File: src/rtl/alu_datapath_seq.sv
// alu_datapath_seq
//   Register file + ALU with flag register + byte-serial memory sequencer,
//   driven by a valid/ready command interface.
//
// Ports:
//   Clock, Reset                   rising-edge clock, async active-low reset
//   Cmd_Valid / Cmd_Ready          command handshake (Ready only in IDLE)
//   Cmd_Op, Cmd_WF, Cmd_Dst,
//   Cmd_SrcA, Cmd_SrcB, Cmd_Imm,
//   Cmd_Addr                       command fields, latched at acceptance
//   Done                           one-cycle completion pulse
//   Result                         value written/stored by the last command
//   FlagsOut                       {Z,C,N,O}
//   Mem_CS, Mem_WR, Mem_Address,
//   Mem_WData, Mem_RData           byte-wide memory port (outputs registered)
//   Dbg_Sel / Dbg_Data             combinational register observation
module alu_datapath_seq #(
  parameter int unsigned DATA_W   = 16,
  parameter int unsigned NUM_REGS = 4,
  parameter int unsigned ADDR_W   = 16,
  localparam int unsigned BYTES   = DATA_W / 8,
  localparam int unsigned RSEL_W  = $clog2(NUM_REGS)
) (
  input  logic              Clock,
  input  logic              Reset,
  input  logic              Cmd_Valid,
  output logic              Cmd_Ready,
  input  logic [2:0]        Cmd_Op,
  input  logic              Cmd_WF,
  input  logic [RSEL_W-1:0] Cmd_Dst,
  input  logic [RSEL_W-1:0] Cmd_SrcA,
  input  logic [RSEL_W-1:0] Cmd_SrcB,
  input  logic [DATA_W-1:0] Cmd_Imm,
  input  logic [ADDR_W-1:0] Cmd_Addr,
  output logic              Done,
  output logic [DATA_W-1:0] Result,
  output logic [3:0]        FlagsOut,
  output logic              Mem_CS,
  output logic              Mem_WR,
  output logic [ADDR_W-1:0] Mem_Address,
  output logic [7:0]        Mem_WData,
  input  logic [7:0]        Mem_RData,
  input  logic [RSEL_W-1:0] Dbg_Sel,
  output logic [DATA_W-1:0] Dbg_Data
);

  localparam int unsigned KW  = (BYTES > 1) ? $clog2(BYTES) : 1;
  localparam int unsigned MSB = DATA_W - 1;

  typedef enum logic [2:0] {
    S_IDLE, S_EXEC, S_MEM_RD, S_MEM_WR, S_DONE
  } state_e;

  typedef enum logic [2:0] {
    OP_ADD   = 3'b000,
    OP_SUB   = 3'b001,
    OP_AND   = 3'b010,
    OP_OR    = 3'b011,
    OP_XOR   = 3'b100,
    OP_LOADI = 3'b101,
    OP_LOAD  = 3'b110,
    OP_STORE = 3'b111
  } op_e;

  state_e              state_q, state_d;
  op_e                 op_q, op_d;
  logic                wf_q, wf_d;
  logic [RSEL_W-1:0]   dst_q, dst_d;
  logic [RSEL_W-1:0]   srca_q, srca_d;
  logic [RSEL_W-1:0]   srcb_q, srcb_d;
  logic [DATA_W-1:0]   imm_q, imm_d;
  logic [DATA_W-1:0]   snap_q, snap_d;
  logic [DATA_W-1:0]   ld_q, ld_d;
  logic [KW-1:0]       k_q, k_d;
  logic [DATA_W-1:0]   regs_q [NUM_REGS];
  logic [DATA_W-1:0]   regs_d [NUM_REGS];
  logic [DATA_W-1:0]   result_q, result_d;
  logic [3:0]          flags_q, flags_d;
  logic                cs_q, cs_d;
  logic                wr_q, wr_d;
  logic [ADDR_W-1:0]   maddr_q, maddr_d;
  logic [7:0]          wdata_q, wdata_d;

  logic [DATA_W-1:0]   opa, opb, alu_res, ld_word, exec_res;
  logic [DATA_W:0]     ext;
  logic                alu_c, alu_o;
  logic [3:0]          alu_flags;
  logic                last_k;

  // ALU on the latched operand selects; valid during EXEC.
  always_comb begin
    opa     = regs_q[srca_q];
    opb     = regs_q[srcb_q];
    ext     = '0;
    alu_res = '0;
    alu_c   = 1'b0;
    alu_o   = 1'b0;
    case (op_q)
      OP_ADD: begin
        ext     = {1'b0, opa} + {1'b0, opb};
        alu_res = ext[DATA_W-1:0];
        alu_c   = ext[DATA_W];
        alu_o   = (opa[MSB] == opb[MSB]) && (alu_res[MSB] != opa[MSB]);
      end
      OP_SUB: begin
        // Bit DATA_W of the extended difference is the borrow.
        ext     = {1'b0, opa} - {1'b0, opb};
        alu_res = ext[DATA_W-1:0];
        alu_c   = ext[DATA_W];
        alu_o   = (opa[MSB] != opb[MSB]) && (alu_res[MSB] != opa[MSB]);
      end
      OP_AND:  alu_res = opa & opb;
      OP_OR:   alu_res = opa | opb;
      OP_XOR:  alu_res = opa ^ opb;
      default: alu_res = '0;
    endcase
    alu_flags = {(alu_res == '0), alu_c, alu_res[MSB], alu_o};
  end

  always_comb begin
    last_k = (k_q == KW'(BYTES - 1));
    // Current read byte merged into the partially assembled word.
    ld_word = ld_q;
    for (int unsigned b = 0; b < BYTES; b++) begin
      if (k_q == KW'(b)) ld_word[8*b +: 8] = Mem_RData;
    end
    exec_res = (op_q == OP_LOADI) ? imm_q : alu_res;
  end

  always_comb begin
    state_d  = state_q;
    op_d     = op_q;
    wf_d     = wf_q;
    dst_d    = dst_q;
    srca_d   = srca_q;
    srcb_d   = srcb_q;
    imm_d    = imm_q;
    snap_d   = snap_q;
    ld_d     = ld_q;
    k_d      = k_q;
    regs_d   = regs_q;
    result_d = result_q;
    flags_d  = flags_q;
    cs_d     = cs_q;
    wr_d     = wr_q;
    maddr_d  = maddr_q;
    wdata_d  = wdata_q;

    case (state_q)
      S_IDLE: begin
        if (Cmd_Valid) begin
          op_d   = op_e'(Cmd_Op);
          wf_d   = Cmd_WF;
          dst_d  = Cmd_Dst;
          srca_d = Cmd_SrcA;
          srcb_d = Cmd_SrcB;
          imm_d  = Cmd_Imm;
          k_d    = '0;
          case (op_e'(Cmd_Op))
            OP_LOAD: begin
              state_d = S_MEM_RD;
              cs_d    = 1'b1;
              wr_d    = 1'b0;
              maddr_d = Cmd_Addr;
            end
            OP_STORE: begin
              // Memory outputs are registered, so the first byte is
              // presented from the acceptance edge onward.
              state_d = S_MEM_WR;
              snap_d  = regs_q[Cmd_Dst];
              cs_d    = 1'b1;
              wr_d    = 1'b1;
              maddr_d = Cmd_Addr;
              wdata_d = regs_q[Cmd_Dst][7:0];
            end
            default: state_d = S_EXEC;
          endcase
        end
      end

      S_EXEC: begin
        regs_d[dst_q] = exec_res;
        result_d      = exec_res;
        if (wf_q && (op_q != OP_LOADI)) flags_d = alu_flags;
        state_d = S_DONE;
      end

      S_MEM_RD: begin
        ld_d = ld_word;
        if (last_k) begin
          regs_d[dst_q] = ld_word;
          result_d      = ld_word;
          cs_d          = 1'b0;
          state_d       = S_DONE;
        end else begin
          k_d     = k_q + KW'(1);
          maddr_d = maddr_q + ADDR_W'(1);
        end
      end

      S_MEM_WR: begin
        if (last_k) begin
          result_d = snap_q;
          cs_d     = 1'b0;
          wr_d     = 1'b0;
          state_d  = S_DONE;
        end else begin
          k_d     = k_q + KW'(1);
          maddr_d = maddr_q + ADDR_W'(1);
          for (int unsigned b = 0; b < BYTES; b++) begin
            if (k_q + KW'(1) == KW'(b)) wdata_d = snap_q[8*b +: 8];
          end
        end
      end

      S_DONE:  state_d = S_IDLE;
      default: state_d = S_IDLE;
    endcase
  end

  always_ff @(posedge Clock or negedge Reset) begin
    if (!Reset) begin
      state_q  <= S_IDLE;
      op_q     <= OP_ADD;
      wf_q     <= 1'b0;
      dst_q    <= '0;
      srca_q   <= '0;
      srcb_q   <= '0;
      imm_q    <= '0;
      snap_q   <= '0;
      ld_q     <= '0;
      k_q      <= '0;
      for (int unsigned i = 0; i < NUM_REGS; i++) regs_q[i] <= '0;
      result_q <= '0;
      flags_q  <= '0;
      cs_q     <= 1'b0;
      wr_q     <= 1'b0;
      maddr_q  <= '0;
      wdata_q  <= '0;
    end else begin
      state_q  <= state_d;
      op_q     <= op_d;
      wf_q     <= wf_d;
      dst_q    <= dst_d;
      srca_q   <= srca_d;
      srcb_q   <= srcb_d;
      imm_q    <= imm_d;
      snap_q   <= snap_d;
      ld_q     <= ld_d;
      k_q      <= k_d;
      regs_q   <= regs_d;
      result_q <= result_d;
      flags_q  <= flags_d;
      cs_q     <= cs_d;
      wr_q     <= wr_d;
      maddr_q  <= maddr_d;
      wdata_q  <= wdata_d;
    end
  end

  assign Cmd_Ready   = (state_q == S_IDLE);
  assign Done        = (state_q == S_DONE);
  assign Result      = result_q;
  assign FlagsOut    = flags_q;
  assign Mem_CS      = cs_q;
  assign Mem_WR      = wr_q;
  assign Mem_Address = maddr_q;
  assign Mem_WData   = wdata_q;
  assign Dbg_Data    = regs_q[Dbg_Sel];

endmodule

File: config.mk
export PLATFORM = sky130hd
export DESIGN_NAME = alu_datapath_seq
export DESIGN_NICKNAME = d
export VERILOG_FILES = /design/src/rtl/alu_datapath_seq.sv
export SDC_FILE = /design/constraint.sdc
export NUM_CORES = 1
export LEC_CHECK = 0
export BUFFER_PORTS_ARGS = -buffer_cell sky130_fd_sc_hd__buf_2
export CORE_MARGIN = 8
export CORE_UTILIZATION = 50
export DETAILED_ROUTE_END_ITERATION = 16
export PLACE_DENSITY = 0.78
export SLEW_MARGIN = 15
export SYNTH_ARGS = -nofsm -noshare
export SYNTH_HDL_FRONTEND = slang
export SYNTH_SLANG_ARGS = --single-unit
File: constraint.sdc
create_clock -name Clock -period 4.9 [get_ports Clock]
set_input_delay 0.49 -clock Clock [delete_from_list [all_inputs] [get_ports Clock]]
set_output_delay 0.49 -clock Clock [all_outputs]
set_load 0.02 [all_outputs]
==> results by group <==
STA
  • Final setup violation count: 0
  • Final worst-path cycle share: 0.924
  • Setup TNS: 0 ns
  • Slew headroom: 0.206
  • Post-Route Skew: 0.0116 ns
  • Final Hold Viols: 0
  • RSZ-0062 raised after global routing: no
  • Fmax: 221 MHz
  • Tightest Pin Transition: roughly 1.2 ns
  • Final Slew Violations: 0
  • Min cycle time layout: 4.53 ns

Finish
  • Antenna Cells: 0
  • Area Growth Syn to Fin: 11.6%
  • Commonest non-fill, non-tap cells in the layout: dfrtp_1 (172), nand2_1 (151), o21ai_0 (126), buf_2 (117), nor2_1 (80)
  • Multi-input combinational cell area: 6950 um^2
  • Layout cells sized above 1: 0.243
  • Layout Nets: 1403
  • FF/Latch Area: 4300 um^2
  • Commonest non-fill, non-tap cell in the layout: dfrtp_1
  • Fill cell count: 2002

Global routing
  • Initial antenna violation count: 0
  • Total Routing Usage GR: 0.261
  • Total congestion overflow: 0
  • First-pass GRT wire length: 58.7 mm
  • Largest net degree at the start of global routing: 84
  • Vias in the first global route: 10200

Clocking
  • # hold bufs at CTS: 0
  • Post-CTS Resized: 0
  • Clock buffer depth: 2
  • Post-CTS setup buffer count: 0
  • Clk root buf: clkbuf_16
  • Clk_lat worst skew: 0.44 ns
  • TritonCTS Sinks: around 170
  • Clock-pin slew on the worst setup and hold paths: about 0.080 ns
  • TritonCTS clock tree: done
  • Num CTS Buffers: 17
  • Htree depth: 4

Outcome
  • Outcome: finished, final reports clean

Floorplanning
  • Die ar.: slightly below 30000 um^2
  • Width of the die: 170 um
  • CORE AREA: 23400 um^2
  • I/O pin count: 119
  • Die height: 170 um
  • Row cnt: between 50 and 60
  • Starting density of the core: 0.507

Drt
  • Vias per cell: 6.41
  • Total length of routed wires: 37.6 mm
  • Routed wire per std cell: 23.1 um
  • Via count: about 10000
  • DRC viols: 0
  • First-pass DRT Iterations: 8
  • Post-DRT Antenna Nets: 0
  • 1st-iter DRT viols: 1523

Yosys
  • Adder-cell share of the synthesized area: 0.0582
  • Sequential share of the synthesized area: 0.363
  • Complex-gate fraction of the synthesized area: 0.186
  • Mapped Area: 11900 um^2
  • Post-synth ARST share: 1.00
  • Warnings, synthesis: 0
  • Simple-gate share of the synthesized area: 0.130
  • Avg Cell Area, Syn: 9.70 um^2
  • Mux contribution to synthesized area: 0.203
  • EDFF count, synth: 0
  • #FFs+latches synth: 172
  • Post-Syn Nets: 1332
  • Xor-xnor portion of the synthesized cell area: 0.00812
  • Count of different cell masters after synthesis: between 80 and 90
  • Ys flop type: dfrtp_1
  • Cell count after synthesis: 1223
  • Largest family of logic cells by synthesized area: multiplexers

Critical path
  • Critical path required time: between 5 and 6 ns
  • CP Launch Type: flop
  • Reg-to-Reg Start: srca_q[0]
  • Worst Path Max Fanout: 11
  • CP Data Arrival Time: approximately 4.8 ns
  • Setup crit end kind: flop
  • Crit path kind: flop to flop
  • Crit. Startpoint: srca_q[0]

Worst hold path
  • Hold crit path type: input port to asynchronous set/reset pin

Placed design
  • RD Place Congestion: 0.989
  • I/O Buffers: between 100 and 150
  • Final HPWL from detailed placement: 27.5 mm

Job
  • Max-cap violations: 0
[final timing paths]
| kind | endpoint | slack (ns) | cells after the start |
|---|---|---|---|
| setup / recovery | regs_q[30] | 0.37 | 14 |
| hold / removal | regs_q[19] | 0.07 | 1 |
| setup reg to reg | regs_q[30] | 0.37 | 14 |
| hold reg to reg | Mem_WData[2] | 0.49 | 2 |
| max in group asynchronous | FlagsOut[2] | 3.59 | 2 |
| min in group Clock | Mem_Address[0] | 0.27 | 3 |
[critical path, cell delays in order (launching register included)]
cell	delay, ns
dfrtp_1	0.56
buf_4	0.33
mux4_2	0.58
inv_1	0.08
ha_1	0.31
nand2b_1	0.22
a211oi_1	0.44
o31ai_1	0.18
a21oi_1	0.28
a21oi_1	0.14
o311a_1	0.31
a311o_1	0.38
a211oi_1	0.25
buf_4	0.19
o31ai_1	0.09
[metrics by stage]
step | utilization | cell area (um^2) | setup WS (ns) | cells | hold slack, ns
floorplan | - | 11900 | 0.401 | 1223 | 0.194
global placement | 0.540 | 12600 | 0.579 | 1594 | 0.457
detailed placement | 0.540 | 12600 | 0.517 | 1594 | 0.470
CTS | 0.566 | 13200 | 0.453 | 1626 | 0.131
global route | 0.566 | 13200 | 0.188 | 1626 | 0.151
finish | 0.566 | 13200 | 0.372 | 1626 | 0.0744
[sequential cells by signal, summed over array words and instances, names as in the netlist, 4 cells and up]
| name | flops |
|---|---|
| FlagsOut | 4 |
| Mem_Address | 16 |
| Mem_WData | 8 |
| Result | 16 |
| imm_q | 16 |
| ld_q | 16 |
| regs_q | 64 |
| snap_q | 16 |
[cells by family (layout without fill, tap and decap cells)]
logic type | Yosys count | after routing
mux | 153 | 153
simple gates | 340 | 340
buf+inv | 146 | 230
xor+xnor | 11 | 11
compound gates | 347 | 347
flops | 172 | 172
fa+ha+maj | 54 | 54
[cells in the mapped netlist, types with 5 or more instances]
library cell | number | area [um^2]
a211oi_1 | 18 | 135
a21o_1 | 14 | 105
a21oi_1 | 77 | 385
a221oi_1 | 5 | 43.8
a22oi_1 | 5 | 37.5
a31oi_1 | 9 | 56.3
a32oi_1 | 6 | 52.6
and2_1 | 5 | 31.3
and3_1 | 12 | 75.1
buf_1 | 10 | 37.5
buf_6 | 6 | 67.6
clkbuf_1 | 67 | 251
dfrtp_1 | 172 | 4300
ha_1 | 52 | 651
inv_1 | 54 | 203
mux2_2 | 63 | 709
mux2i_1 | 26 | 260
mux4_2 | 64 | 1440
nand2_1 | 151 | 567
nand2b_1 | 17 | 106
nand3_1 | 23 | 115
nor2_1 | 80 | 300
nor2b_1 | 15 | 93.8
nor3_1 | 9 | 45.0
o211a_1 | 9 | 90.1
o211ai_1 | 10 | 75.1
o21a_1 | 5 | 37.5
o21ai_0 | 126 | 631
o22ai_1 | 7 | 43.8
o31ai_1 | 9 | 67.6
xnor2_1 | 11 | 96.3
[cell type report]
cell class                 instances  share of cell area
clock buffer                      17              0.0321
inverter                          56              0.0159
multi-input combinational        905               0.525
sequential                       172               0.325
timing repair buffer             142              0.0587
tap                              319              0.0301
clock inverter                    15              0.0130
[per-layer routing]
metal | part of all wire | GRT usage
met4 | 0.054 | 0.140
met5 | 0 | 0
met1 | 0.40 | 0.344
met2 | 0.46 | 0.403
met3 | 0.091 | 0.0528
Power is left out: the tool's default activity adds up to more than one toggle a clock period on the data nets, which glitch-free logic cannot reach.
